===== config.mk =====
export PLATFORM = sky130hd
export DESIGN_NAME = jpeg_bit_packer
export DESIGN_NICKNAME = d
export VERILOG_FILES = /design/src/rtl/jpeg_pkg.sv /design/src/rtl/jpeg_bit_merge.sv /design/src/rtl/jpeg_bit_packer.sv
export SDC_FILE = /design/constraint.sdc
export NUM_CORES = 1
export LEC_CHECK = 0
export ABC_AREA = 1
export CAP_MARGIN = 0
export CORE_MARGIN = 2
export CORE_UTILIZATION = 28
export DETAILED_ROUTE_END_ITERATION = 7
export SLEW_MARGIN = 20
export SYNTH_ARGS = -nofsm -noshare
export SYNTH_HDL_FRONTEND = slang
export SYNTH_SLANG_ARGS = --single-unit

===== constraint.sdc =====
create_clock -name clk -period 7.82 [get_ports clk]
set_input_delay 1.173 -clock clk [delete_from_list [all_inputs] [get_ports clk]]
set_output_delay 1.173 -clock clk [all_outputs]
set_load 0.03 [all_outputs]

===== src/rtl/jpeg_pkg.sv =====
// Shared definitions for the JPEG entropy-coded stream packer: tuple layout,
// marker bytes and the flush FSM state encoding.
package jpeg_pkg;

    localparam int SYM_TUPLE_W = 32;

    localparam int CODE_MSB = 31;
    localparam int CODE_LSB = 24;
    localparam int LEN_MSB  = 23;
    localparam int LEN_LSB  = 16;
    localparam int VAL_MSB  = 15;
    localparam int VAL_LSB  = 8;
    localparam int SIZE_MSB = 7;
    localparam int SIZE_LSB = 0;

    localparam logic [7:0] JPEG_MARKER_PREFIX = 8'hFF;
    localparam logic [7:0] STUFF_BYTE         = 8'h00;

    typedef enum logic [1:0] {
        FL_IDLE,
        FL_PAD,
        FL_DRAIN
    } flush_st_e;

endpackage


===== src/rtl/jpeg_bit_merge.sv =====
// Combinational append of an MSB-aligned code and an LSB-aligned value into
// the MSB-first bit accumulator at fill position cnt_i.
module jpeg_bit_merge #(
    parameter int BUF_W = 32,
    parameter int CNT_W = 6
) (
    input  logic [BUF_W-1:0] acc_i,
    input  logic [CNT_W-1:0] cnt_i,
    input  logic [7:0]       code_i,
    input  logic [3:0]       code_len_i,
    input  logic [7:0]       value_i,
    input  logic [3:0]       value_size_i,
    output logic [BUF_W-1:0] acc_o,
    output logic [CNT_W-1:0] cnt_o
);

    logic [7:0]       code_m;
    logic [7:0]       val_m;
    logic [7:0]       val_al;
    logic [15:0]      field;
    logic [BUF_W-1:0] field_w;

    always_comb begin
        // Keep only the live bits so stale low code / high value bits never leak in.
        code_m  = code_i & ~(8'hFF >> code_len_i);
        val_m   = value_i & ~(8'hFF << value_size_i);
        val_al  = val_m << (4'd8 - value_size_i);
        field   = {code_m, 8'h00} | ({val_al, 8'h00} >> code_len_i);
        field_w = {field, {(BUF_W-16){1'b0}}} >> cnt_i;
        acc_o   = acc_i | field_w;
        cnt_o   = cnt_i + CNT_W'(code_len_i) + CNT_W'(value_size_i);
    end

endmodule


===== src/rtl/jpeg_bit_packer.sv =====
// Packs Huffman symbol tuples MSB-first into a JPEG entropy-coded byte stream
// with 0xFF/0x00 stuffing and 1-padding of the final byte on flush.
module jpeg_bit_packer
    import jpeg_pkg::*;
#(
    parameter int BUF_W     = 32,
    parameter int MAX_FIELD = 8
) (
    input  logic                   clk,
    input  logic                   rst_n,
    input  logic                   in_valid,
    output logic                   in_ready,
    input  logic [SYM_TUPLE_W-1:0] sym_tuple,
    input  logic                   flush_req,
    output logic                   flush_done,
    output logic                   out_valid,
    input  logic                   out_ready,
    output logic [7:0]             out_byte,
    output logic                   len_err
);

    localparam int CNT_W = $clog2(BUF_W + 1);

    logic [BUF_W-1:0] acc_q, acc_d, acc_sh, acc_mg;
    logic [CNT_W-1:0] cnt_q, cnt_d, cnt_sh, cnt_mg;
    logic             stuff_q, stuff_d;
    logic             len_err_q, len_err_d;
    flush_st_e        st_q, st_d;

    logic       flushing;
    logic       accept;
    logic       out_fire;
    logic [7:0] code_len, value_size;
    logic [3:0] len_c, size_c;
    logic       len_bad;
    logic [BUF_W-1:0] pad_mask;

    assign flushing   = (st_q != FL_IDLE);
    assign in_ready   = !flushing && (cnt_q <= CNT_W'(BUF_W - 16));
    assign out_valid  = stuff_q || (cnt_q >= CNT_W'(8));
    assign out_byte   = stuff_q ? STUFF_BYTE : acc_q[BUF_W-1 -: 8];
    assign len_err    = len_err_q;
    assign out_fire   = out_valid && out_ready;
    // A flush request wins over a tuple offered in the same cycle.
    assign accept     = in_valid && in_ready && !flush_req;

    assign code_len   = sym_tuple[LEN_MSB:LEN_LSB];
    assign value_size = sym_tuple[SIZE_MSB:SIZE_LSB];
    assign len_c      = (code_len   > 8'(MAX_FIELD)) ? 4'(MAX_FIELD) : code_len[3:0];
    assign size_c     = (value_size > 8'(MAX_FIELD)) ? 4'(MAX_FIELD) : value_size[3:0];
    assign len_bad    = (code_len > 8'(MAX_FIELD)) || (value_size > 8'(MAX_FIELD));
    assign pad_mask   = ({BUF_W{1'b1}} >> cnt_q) & ~({BUF_W{1'b1}} >> 8);

    // Emit stage: a byte leaving this cycle is removed before any append.
    always_comb begin
        acc_sh  = acc_q;
        cnt_sh  = cnt_q;
        stuff_d = stuff_q;
        if (out_fire) begin
            if (stuff_q) begin
                stuff_d = 1'b0;
            end else begin
                acc_sh  = acc_q << 8;
                cnt_sh  = cnt_q - CNT_W'(8);
                stuff_d = (acc_q[BUF_W-1 -: 8] == JPEG_MARKER_PREFIX);
            end
        end
    end

    jpeg_bit_merge #(
        .BUF_W (BUF_W),
        .CNT_W (CNT_W)
    ) u_merge (
        .acc_i        (acc_sh),
        .cnt_i        (cnt_sh),
        .code_i       (sym_tuple[CODE_MSB:CODE_LSB]),
        .code_len_i   (len_c),
        .value_i      (sym_tuple[VAL_MSB:VAL_LSB]),
        .value_size_i (size_c),
        .acc_o        (acc_mg),
        .cnt_o        (cnt_mg)
    );

    always_comb begin
        acc_d      = accept ? acc_mg : acc_sh;
        cnt_d      = accept ? cnt_mg : cnt_sh;
        len_err_d  = len_err_q | (accept && len_bad);
        st_d       = st_q;
        flush_done = 1'b0;
        unique case (st_q)
            FL_IDLE: begin
                if (flush_req) st_d = FL_PAD;
            end
            FL_PAD: begin
                if (!stuff_q && cnt_q == '0) begin
                    flush_done = 1'b1;
                    st_d       = FL_IDLE;
                end else if (!stuff_q && cnt_q < CNT_W'(8)) begin
                    // No byte can be presented here, so nothing else touches acc.
                    acc_d = acc_q | pad_mask;
                    cnt_d = CNT_W'(8);
                    st_d  = FL_DRAIN;
                end
            end
            FL_DRAIN: begin
                if (!stuff_q && cnt_q == '0) begin
                    flush_done = 1'b1;
                    st_d       = FL_IDLE;
                end
            end
            default: st_d = FL_IDLE;
        endcase
    end

    always_ff @(posedge clk or negedge rst_n) begin
        if (!rst_n) begin
            acc_q     <= '0;
            cnt_q     <= '0;
            stuff_q   <= 1'b0;
            len_err_q <= 1'b0;
            st_q      <= FL_IDLE;
        end else begin
            acc_q     <= acc_d;
            cnt_q     <= cnt_d;
            stuff_q   <= stuff_d;
            len_err_q <= len_err_d;
            st_q      <= st_d;
        end
    end

endmodule


---- After elaboration in Yosys (flattened, before gate mapping) ----
Index checks and enable logic that the tools add are counted.
storage, ports and cells
  input port bits ......................... 37
  register bits ........................... 42
  logic and storage cells ................. 74
  output and inout bits ................... 12
cells by class
  $add $sub $neg .......................... 4
  reduce and logical (&&, ||, !) cells .... 17
  order comparisons ....................... 5
  shift-type cells ........................ 6
  eq/ne operators ......................... 6
  bitwise gates (word level) .............. 8
  mux-type cells .......................... 23
operator list
  operator               number
  $mux 32                6
  $or 32x32->32          2
  $mux 6                 6
  $shr 32x6->32          1
  $shr 32x6->32 const A  1
  $and 8x8->8            2
  $gt 8x4->1 const B     2
  $not 8->8              2
  $or 16x16->16          1
  $shr 16x4->16          1
  $add 6x4->6            2
  $eq 8x8->1 const B     1
  $mux 2                 4
  $mux 4                 2
  $mux 8                 1
  $shl 8x4->8            1
  $shl 8x4->8 const A    1
  $shr 8x4->8 const A    1
  $logic_and 1x1->1      7
  $ge 6x4->1 const B     1
  $le 6x5->1 const B     1
  $logic_not 6->1        1
  $lt 6x4->1 const B     1
  $pmux 2 s3             1
  14 further kinds       20

---- Logic depth before layout (Yosys ltp) ----
Gate-level depths: netlist of the first run.
  depth after elaboration ................. 14
  depth in mapped cells ................... 29
  gate-level depth less buffers ........... 29

---- By module ----
A second synthesis of the first run with hierarchy kept.
second synthesis, totals
  cell total of the unflattened synthesis .. 1033
  area, all modules ....................... 5925.7 µm²
modules (own cells, without submodules)
  module           instances  cells each  area each (µm²)  seq. area each (µm²)
  jpeg_bit_packer  1          498         3258.1           1051.0
  jpeg_bit_merge   1          535         2667.6           0.0

---- Least setup slack after synthesis of the first run ----
Ideal clock, no wire load.
  kind .................................... input -> register
  start ................................... input port sym_tuple[1]
  end ..................................... register acc_q[16]
  library setup time ...................... 73 ps
  cell stages on the path ................. 23
  path buffers ............................ 1
  arrival ................................. 3822 ps
  data required time ...................... 7747 ps
  slack ................................... 3925 ps
  cell sequence ........................... nor2_1 a21oi_1 nor2_1 inv_1 nor2_1 inv_1 ha_1 buf_2 inv_1 nand4_1 a21oi_1 nand3_1 nand2_1 nand2_1 nand3_1 nand3_1 nand3_1 nand2_1 nand2_1 nand3_1 o211ai_2 nand3_1 a21oi_2
on the way
  word-level cells in the longest chain between the ends .. 14
  elaborated cells on any way between the ends .. 15
  classes of those cells .................. 1 x add/sub; 1 x order compare; 4 x shift; 5 x mux; 4 x bitwise
ends and longest elaborated chain
  element                 line                    source
  start: declaration      jpeg_bit_packer.sv:13   input logic [SYM_TUPLE_W-1:0] sym_tuple,
  $gt 8x4->1              jpeg_bit_packer.sv:50   assign size_c = (value_size > 8'(MAX_FIELD)) ? 4'(MAX_FIELD) : value_size[3:0];
  $mux 4 (*)              jpeg_bit_packer.sv:50
  $shl 8x4->8             jpeg_bit_merge.sv:26    val_m = value_i & ~(8'hFF << value_size_i);
  $not 8->8               jpeg_bit_merge.sv:26
  $and 8x8->8             jpeg_bit_merge.sv:26
  $shl 8x4->8 (*)         jpeg_bit_merge.sv:27    val_al = val_m << (4'd8 - value_size_i);
  $shr 16x4->16 (*)       jpeg_bit_merge.sv:28    field = {code_m, 8'h00} | ({val_al, 8'h00} >> code_len_i);
  $or 16x16->16 (*)       jpeg_bit_merge.sv:28
  $shr 32x6->32 (*)       jpeg_bit_merge.sv:29    field_w = {field, {(BUF_W-16){1'b0}}} >> cnt_i;
  $or 32x32->32 (*)       jpeg_bit_merge.sv:30    acc_o = acc_i | field_w;
  $mux 32 (*)             jpeg_bit_packer.sv:85   acc_d = accept ? acc_mg : acc_sh;
  $mux 32                 jpeg_bit_packer.sv:98   end else if (!stuff_q && cnt_q < CNT_W'(8)) begin
  $mux 32                 jpeg_bit_packer.sv:95   if (!stuff_q && cnt_q == '0) begin
  $mux 32 (*)             jpeg_bit_packer.sv:90   unique case (st_q)
  end signal: assignment  jpeg_bit_packer.sv:117  acc_q <= '0;
  end signal: assignment  jpeg_bit_packer.sv:123  acc_q <= acc_d;
  end: declaration        jpeg_bit_packer.sv:24   logic [BUF_W-1:0] acc_q, acc_d, acc_sh, acc_mg;
Every way passes the cells marked *; elsewhere a longest branch is shown, timed or not.
A chain may end at the register's enable or synchronous reset.

---- Worst setup path in the final report of the first run ----
  start ................................... register cnt_q[2]
  end ..................................... register acc_q[4]
on the way
  word-level cells in the longest chain between the ends .. 10
  elaborated cells on any way between the ends .. 21
  classes of those cells .................. 1 x add/sub; 3 x order compare; 1 x shift; 7 x mux; 1 x bitwise; 8 x reduce/logical
ends and longest elaborated chain
  element                   line                    source
  start: declaration        jpeg_bit_packer.sv:25   logic [CNT_W-1:0] cnt_q, cnt_d, cnt_sh, cnt_mg;
  start signal: assignment  jpeg_bit_packer.sv:124  cnt_q <= cnt_d;
  $ge 6x4->1                jpeg_bit_packer.sv:40   assign out_valid = stuff_q || (cnt_q >= CNT_W'(8));
  $logic_or 1x1->1          jpeg_bit_packer.sv:40
  $logic_and 1x1->1         jpeg_bit_packer.sv:43   assign out_fire = out_valid && out_ready;
  $mux 6                    jpeg_bit_packer.sv:59   if (out_fire) begin
  $shr 32x6->32             jpeg_bit_merge.sv:29
  $or 32x32->32             jpeg_bit_merge.sv:30
  $mux 32                   jpeg_bit_packer.sv:85
  $mux 32                   jpeg_bit_packer.sv:98
  $mux 32                   jpeg_bit_packer.sv:95
  $mux 32 (*)               jpeg_bit_packer.sv:90
Marked as above.

==> results of run 1 <==
[cell usage in the layout, fill, tap and decap left out, types with 6 or more instances in the layout]
master	n
inv_1	68
a21oi_1	33
a211oi_1	16
ha_1	13
o21ai_0	20
o21ai_1	8
a21oi_2	7
dfrtp_1	42
nand4_1	25
nor2_1	63
nand3_1	164
nand3_2	12
buf_4	6
nand2_2	7
nor2_4	7
clkdlybuf4s50_1	47
nand2_1	186
[registers in the layout (all words and copies together) (netlist names)]
register and cells:
len_err 1, st_q 2, acc_q 32, cnt_q 6, stuff_q 1
[cell type report]
| type | instances | area (um^2) |
|---|---|---|
| Inverter | 76 | 290 |
| Fill cell | 1809 | 11000 |
| Timing Repair Buffer | 53 | 515 |
| Clock buffer | 6 | 139 |
| Sequential cell | 42 | 1050 |
| Clock inverter | 2 | 60.1 |
| Multi-Input combinational cell | 604 | 3240 |
| Tap cell | 220 | 275 |
[logic make-up (layout without fill, tap and decap cells)]
logic type,Yosys count,after routing,synth area share
compound gates,102,102,0.135
flops,42,42,0.222
buf+inv,112,137,0.0973
xor+xnor,4,4,0.00739
simple gates,480,480,0.484
fa+ha+maj,18,18,0.0554
[power by group]
part           switching, W  leakage, nW  total [W]  internal [W]
clock network     0.0000883       0.0971   0.000280      0.000192
registers        0.00000736        0.559   0.000233      0.000225
logic              0.000296         1.92   0.000426      0.000130
total              0.000392         2.57   0.000939      0.000547
[worst max-delay path, stage by stage (launching register included)]
cell,delay [ns]
dfrtp_1,0.72
inv_1,0.88
nand2_1,0.32
o21ai_1,0.27
nand3_1,0.26
buf_4,0.32
inv_1,0.32
buf_4,0.31
nand2_1,0.09
xor2_1,0.25
nand2_2,0.18
nor2_1,0.43
inv_1,0.20
o21ai_0,0.15
nand2_1,0.08
nand2_1,0.05
[how the worst min path moves through the flow]
| stage | endpoint | slack, ns |
|---|---|---|
| after floorplan | acc_q[1] | 0.45 |
| after global placement | len_err | 0.46 |
| after detailed placement | len_err | 0.46 |
| after CTS | len_err | 0.48 |
| after global routing | acc_q[5] | 0.51 |
| final | len_err | 0.48 |
[per-layer routing]
| layer | global-route usage | share of wire | wire (um) | up-vias |
|---|---|---|---|---|
| met2 | 0.270 | 0.45 | 6740 | 165 |
| met1 | 0.252 | 0.49 | 7420 | 2402 |
| met4 | 0.0474 | 0.016 | 234 | 0 |
| li1 | - | - | - | 2613 |
| met3 | 0.0117 | 0.041 | 612 | 18 |
| met5 | 0 | 0 | 0 | - |
[stage by stage]
stage / setup slack [ns] / total power, W / instances / area [um^2]
3_3_place_gp: 2.80 / 0.000658 / 995 / 5370
2_1_floorplan: 3.92 / 0.000543 / 758 / 4740
4_1_cts: 2.92 / 0.000937 / 1003 / 5570
3_5_place_dp: 2.79 / 0.000654 / 995 / 5370
6_report: 2.88 / 0.000939 / 1003 / 5570
5_1_grt: 2.47 / 0.00101 / 1003 / 5570
==> flow_metrics.py, run 1 <==
metrics = {
    "outcome": {
        "outcome": "complete, no violations",
    },
    "clock_tree": {
        "cts_tree": "yes",
        "clk_path_buf_depth": 2,
        "cts_buffers": 5,
        "cts_sinks": 42,
        "ctsResizeCount": 0,
        "htree_num_levels": 2,
        "ctsHoldBuffers": 0,
        "cts.clk_slew.worst_paths_ns": 0.06,
        "cts_root_buf": "clkbuf_16",
        "post-cts-setup-buffers": 0,
        "insertion_delay_ns": 0.29,
    },
    "route": {
        "wire_per_inst_um": 15.0,
        "ant_nets": 0,
        "drt-total-wl_um": 15000,
        "vias_per_cell": 5.18,
        "drcViolationCount": 0,
        "drt_first_pass_iters": 6,
        "first_iter_violations": 467,
        "vias": 5198,
    },
    "global_route": {
        "grt-ovfl-total": 0,
        "grt_max_degree": 43,
        "grt_pass1_wl_um": 25100,
        "antenna_found_initial": 0,
        "grtUsageTotal": 0.171,
        "grt_pass1_vias": 4760,
    },
    "synthesis": {
        "syn_area_um2": 4740,
        "synth-edff-count": 0,
        "synth-seq-area-share": 0.222,
        "syn_area_per_cell_um2": 6.26,
        "synth_flop_cell": "dfrtp_1",
        "synth_top_area_cell": "dfrtp_1",
        "ys_types": 46,
        "synthCells": 758,
        "ys_top_cells_by_area": "dfrtp_1 (22%), nand3_1 (17%), nand2_1 (15%)",
        "synth_top_area_frac": 0.222,
        "postSynthRegisterBits": 42,
        "yosys_warnings": 0,
        "synthTopCellsByCount": "nand2_1 (186), nand3_1 (164), inv_1 (68)",
        "yosysMostFrequentCell": "nand2_1",
        "postSynth.asyncResetShare": 1.00,
        "synth_nets": 813,
    },
    "worst_hold_path": {
        "worstHoldPathType": "reg2reg",
        "whs_path_depth": 1,
        "hp-start": "len_err",
    },
    "critical_path": {
        "timing.rr.end": "acc_q[4]",
        "cp_max_fo": 29,
        "startpoint_type": "register",
        "crit_type": "reg2reg",
        "r2r-start": "cnt_q[2]",
        "crit_end": "acc_q[4]",
        "startpoint": "cnt_q[2]",
        "worstPathArrival_ns": 5.16,
        "reg2reg_depth": 15,
        "reg2reg_slack_ns": 2.88,
        "cp.required_ns": 8.04,
        "end_kind": "register",
    },
    "sta": {
        "tns_ns": 0,
        "max_freq_mhz": 203,
        "whs_ns": 0.480,
        "drv_slew": 0,
        "hold_violations": 0,
        "rsz0062_at_grt": "false",
        "setup_violations": 0,
        "skew_ns": 0.00878,
        "layout_min_cycle_time_ns": 4.94,
        "slew_headroom": 0.360,
        "worst_pin_slew_ns": 0.960,
        "timing.final.crit_share": 0.631,
    },
    "power_and_ir_drop": {
        "p_leak_nw": 2.57,
        "peakVddDrop_mv": 0.109,
        "power_density_nw_per_um2": 169,
    },
    "finish": {
        "antennaDiodeCount": 0,
        "utilization": 0.336,
        "area_growth_pct": 17.4,
        "drive_above_1_share": 0.0881,
        "nets": 837,
    },
    "place": {
        "routabilityCongestion": 0.897,
        "dpl.hpwl_um": 11600,
        "io_buffers": 48,
    },
    "floorplan": {
        "ios": 49,
        "initial_core_util": 0.286,
        "dieWidth_um": 134,
        "dieHeight_um": 134,
        "die-area_um2": 18000,
        "rows": 47,
        "coreArea_um2": 16600,
    },
    "run": {
        "maxCapViolations": 0,
    },
}
No activity file was read; power rests on OpenSTA's default activity.
==> run 2: changes to the inputs <==
- clock period: 7.82 -> 4.55 ns (I/O delays scaled with it)
==> run 2 against run 1 <==
Compared with the run above: via count is 0.94% higher; largest cell class unchanged; first-iteration DRC count shrank 20%; critical path type is now in2reg; clock-buffer cell count rose by 1; critical path depth is 11 higher; highest routed layer unchanged.
==> flow_metrics.py, run 2 (same netlist as run 1, synthesis figures left out) <==
metrics = {
    "power_and_ir_drop": {
        "p_leak_nw": 2.60,
        "power_density_nw_per_um2": 275,
        "netSwitchingFraction": 0.434,
        "p_clk_frac": 0.265,
        "peakVddDrop_mv": 0.185,
        "internal-power_w": 0.000871,
        "combPwrFrac": 0.475,
        "p_total_w": 0.00154,
        "netSwitchingPower_w": 0.000668,
        "power_frac_seq": 0.260,
    },
    "clock_tree": {
        "htree_num_levels": 2,
        "cts_root_buf": "clkbuf_16",
        "cts_tree": "yes",
        "ctsHoldBuffers": 0,
        "cts_buffers": 5,
        "ctsResizeCount": 0,
        "cts_sinks": 42,
        "clk_path_buf_depth": 2,
        "cts.clk_slew.worst_paths_ns": 0.06,
        "post-cts-setup-buffers": 0,
        "insertion_delay_ns": 0.28,
    },
    "finish": {
        "antennaDiodeCount": 0,
        "fillers": 1848,
        "final_common_cell": "nand2_1",
        "largest-register": "acc_q",
        "area_growth_pct": 18.1,
        "layout_common_cells": "nand2_1 (186), nand3_1 (164), inv_1 (68), nor2_1 (63), clkdlybuf4s50_1 (47)",
        "nets": 846,
        "largest_reg_flops": 32,
        "drive_above_1_share": 0.0960,
        "top_regs": "acc_q x32, cnt_q x6, st_q x2",
    },
    "route": {
        "ant_nets": 0,
        "first_iter_violations": 372,
        "wire_per_inst_um": 14.5,
        "drcViolationCount": 0,
        "drt-total-wl_um": 14700,
        "vias_per_cell": 5.18,
        "vias": 5247,
        "drt_first_pass_iters": 5,
    },
    "global_route": {
        "grt-ovfl-total": 0,
        "grt_pass1_wl_um": 24800,
        "grt_pass1_vias": 4841,
        "antenna_found_initial": 0,
        "grt_max_degree": 43,
        "grtUsageTotal": 0.168,
    },
    "floorplan": {
        "dieHeight_um": 134,
        "initial_core_util": 0.286,
        "dieWidth_um": 134,
        "die-area_um2": 18000,
        "coreArea_um2": 16600,
        "ios": 49,
        "rows": 47,
    },
    "place": {
        "dpl.hpwl_um": 11200,
        "dp_slack_ns": 0.305,
        "routabilityCongestion": 0.917,
        "io_buffers": 48,
    },
    "critical_path": {
        "worstPathArrival_ns": 4.26,
        "end_kind": "register",
        "cp_max_fo": 7,
        "cp.required_ns": 4.76,
        "startpoint_type": "input pin",
        "crit_type": "in2reg",
    },
    "sta": {
        "max_freq_mhz": 247,
        "timing.final.crit_share": 0.891,
        "hold_violations": 0,
        "rsz0062_at_grt": "false",
        "drv_slew": 0,
        "worst_pin_slew_ns": 0.877,
        "skew_ns": 0.00316,
        "layout_min_cycle_time_ns": 4.05,
        "whs_ns": 0.388,
        "layout_setup_ws_ns": 0.496,
        "slew_headroom": 0.414,
        "tns_ns": 0,
        "setup_violations": 0,
    },
    "run": {
        "maxCapViolations": 0,
    },
    "outcome": {
        "outcome": "complete, no violations",
    },
    "worst_hold_path": {
        "worstHoldPathType": "in2async",
    },
}
## run 2: worst paths after layout
kind	from	slack, ns	cells past startpoint	end
worst min register to register	acc_q[1]	0.48	2	acc_q[1]
min in group clk	acc_q[1]	0.48	2	acc_q[1]
worst max-delay path	sym_tuple[3]	0.50	26	acc_q[18]
worst min-delay path	rst_n	0.39	1	acc_q[15]
worst max register to register	cnt_q[0]	0.70	13	acc_q[7]
max in group asynchronous	rst_n	3.78	1	acc_q[13]
## run 2: area by class of cell
type                            count  area, um^2  share of cell area
Tap cell                          220         275              0.0491
Clock inverter                      1        30.0             0.00536
Timing Repair Buffer               62         583               0.104
Clock buffer                        7         133              0.0237
Sequential cell                    42        1050               0.188
Inverter                           76         290              0.0518
Multi-Input combinational cell    604        3240               0.578
## run 2: layer usage
metal,part of all wire,GRT usage,vias up
met5,0,0,-
met3,0.057,0.0231,18
li1,-,-,2637
met1,0.49,0.247,2412
met4,0.015,0.0468,0
met2,0.44,0.257,180
## run 2: through the flow
step                instances  instance area [um^2]  utilization
floorplan                 758                  4740            -
global placement         1004                  5440        0.328
detailed placement       1004                  5440        0.328
CTS                      1012                  5600        0.338
global route             1012                  5600        0.338
finish                   1012                  5600        0.338
## run 2: power by group through the flow
| stage | Sequential (W) | Combinational (W) | Clock (W) |
|---|---|---|---|
| after floorplan | 0.000403 | 0.000530 | 0 |
| after global placement | 0.000407 | 0.000717 | 0 |
| after detailed placement | 0.000408 | 0.000714 | 0 |
| after CTS | 0.000401 | 0.000718 | 0.000414 |
| after global routing | 0.000402 | 0.000823 | 0.000428 |
| final | 0.000400 | 0.000730 | 0.000408 |
## run 2: critical path: stages
cell and delay, ns:
clkdlybuf4s50_1 0.60, inv_2 0.10, a21oi_1 0.12, nor2_1 0.05, inv_1 0.07, nor2_1 0.05, inv_1 0.05, ha_1 0.17
inv_1 0.05, ha_1 0.45, inv_1 0.12, nor2_1 0.16, nand3_1 0.12, nand2_1 0.07, nand2_1 0.07, nand2_2 0.12
nand2_2 0.07, o21ai_2 0.21, nand2_1 0.09, o21ai_2 0.10, nand2_2 0.09, nand2_1 0.12, nand2_1 0.06, nand2_1 0.07
nand3_1 0.19, a21oi_1 0.18
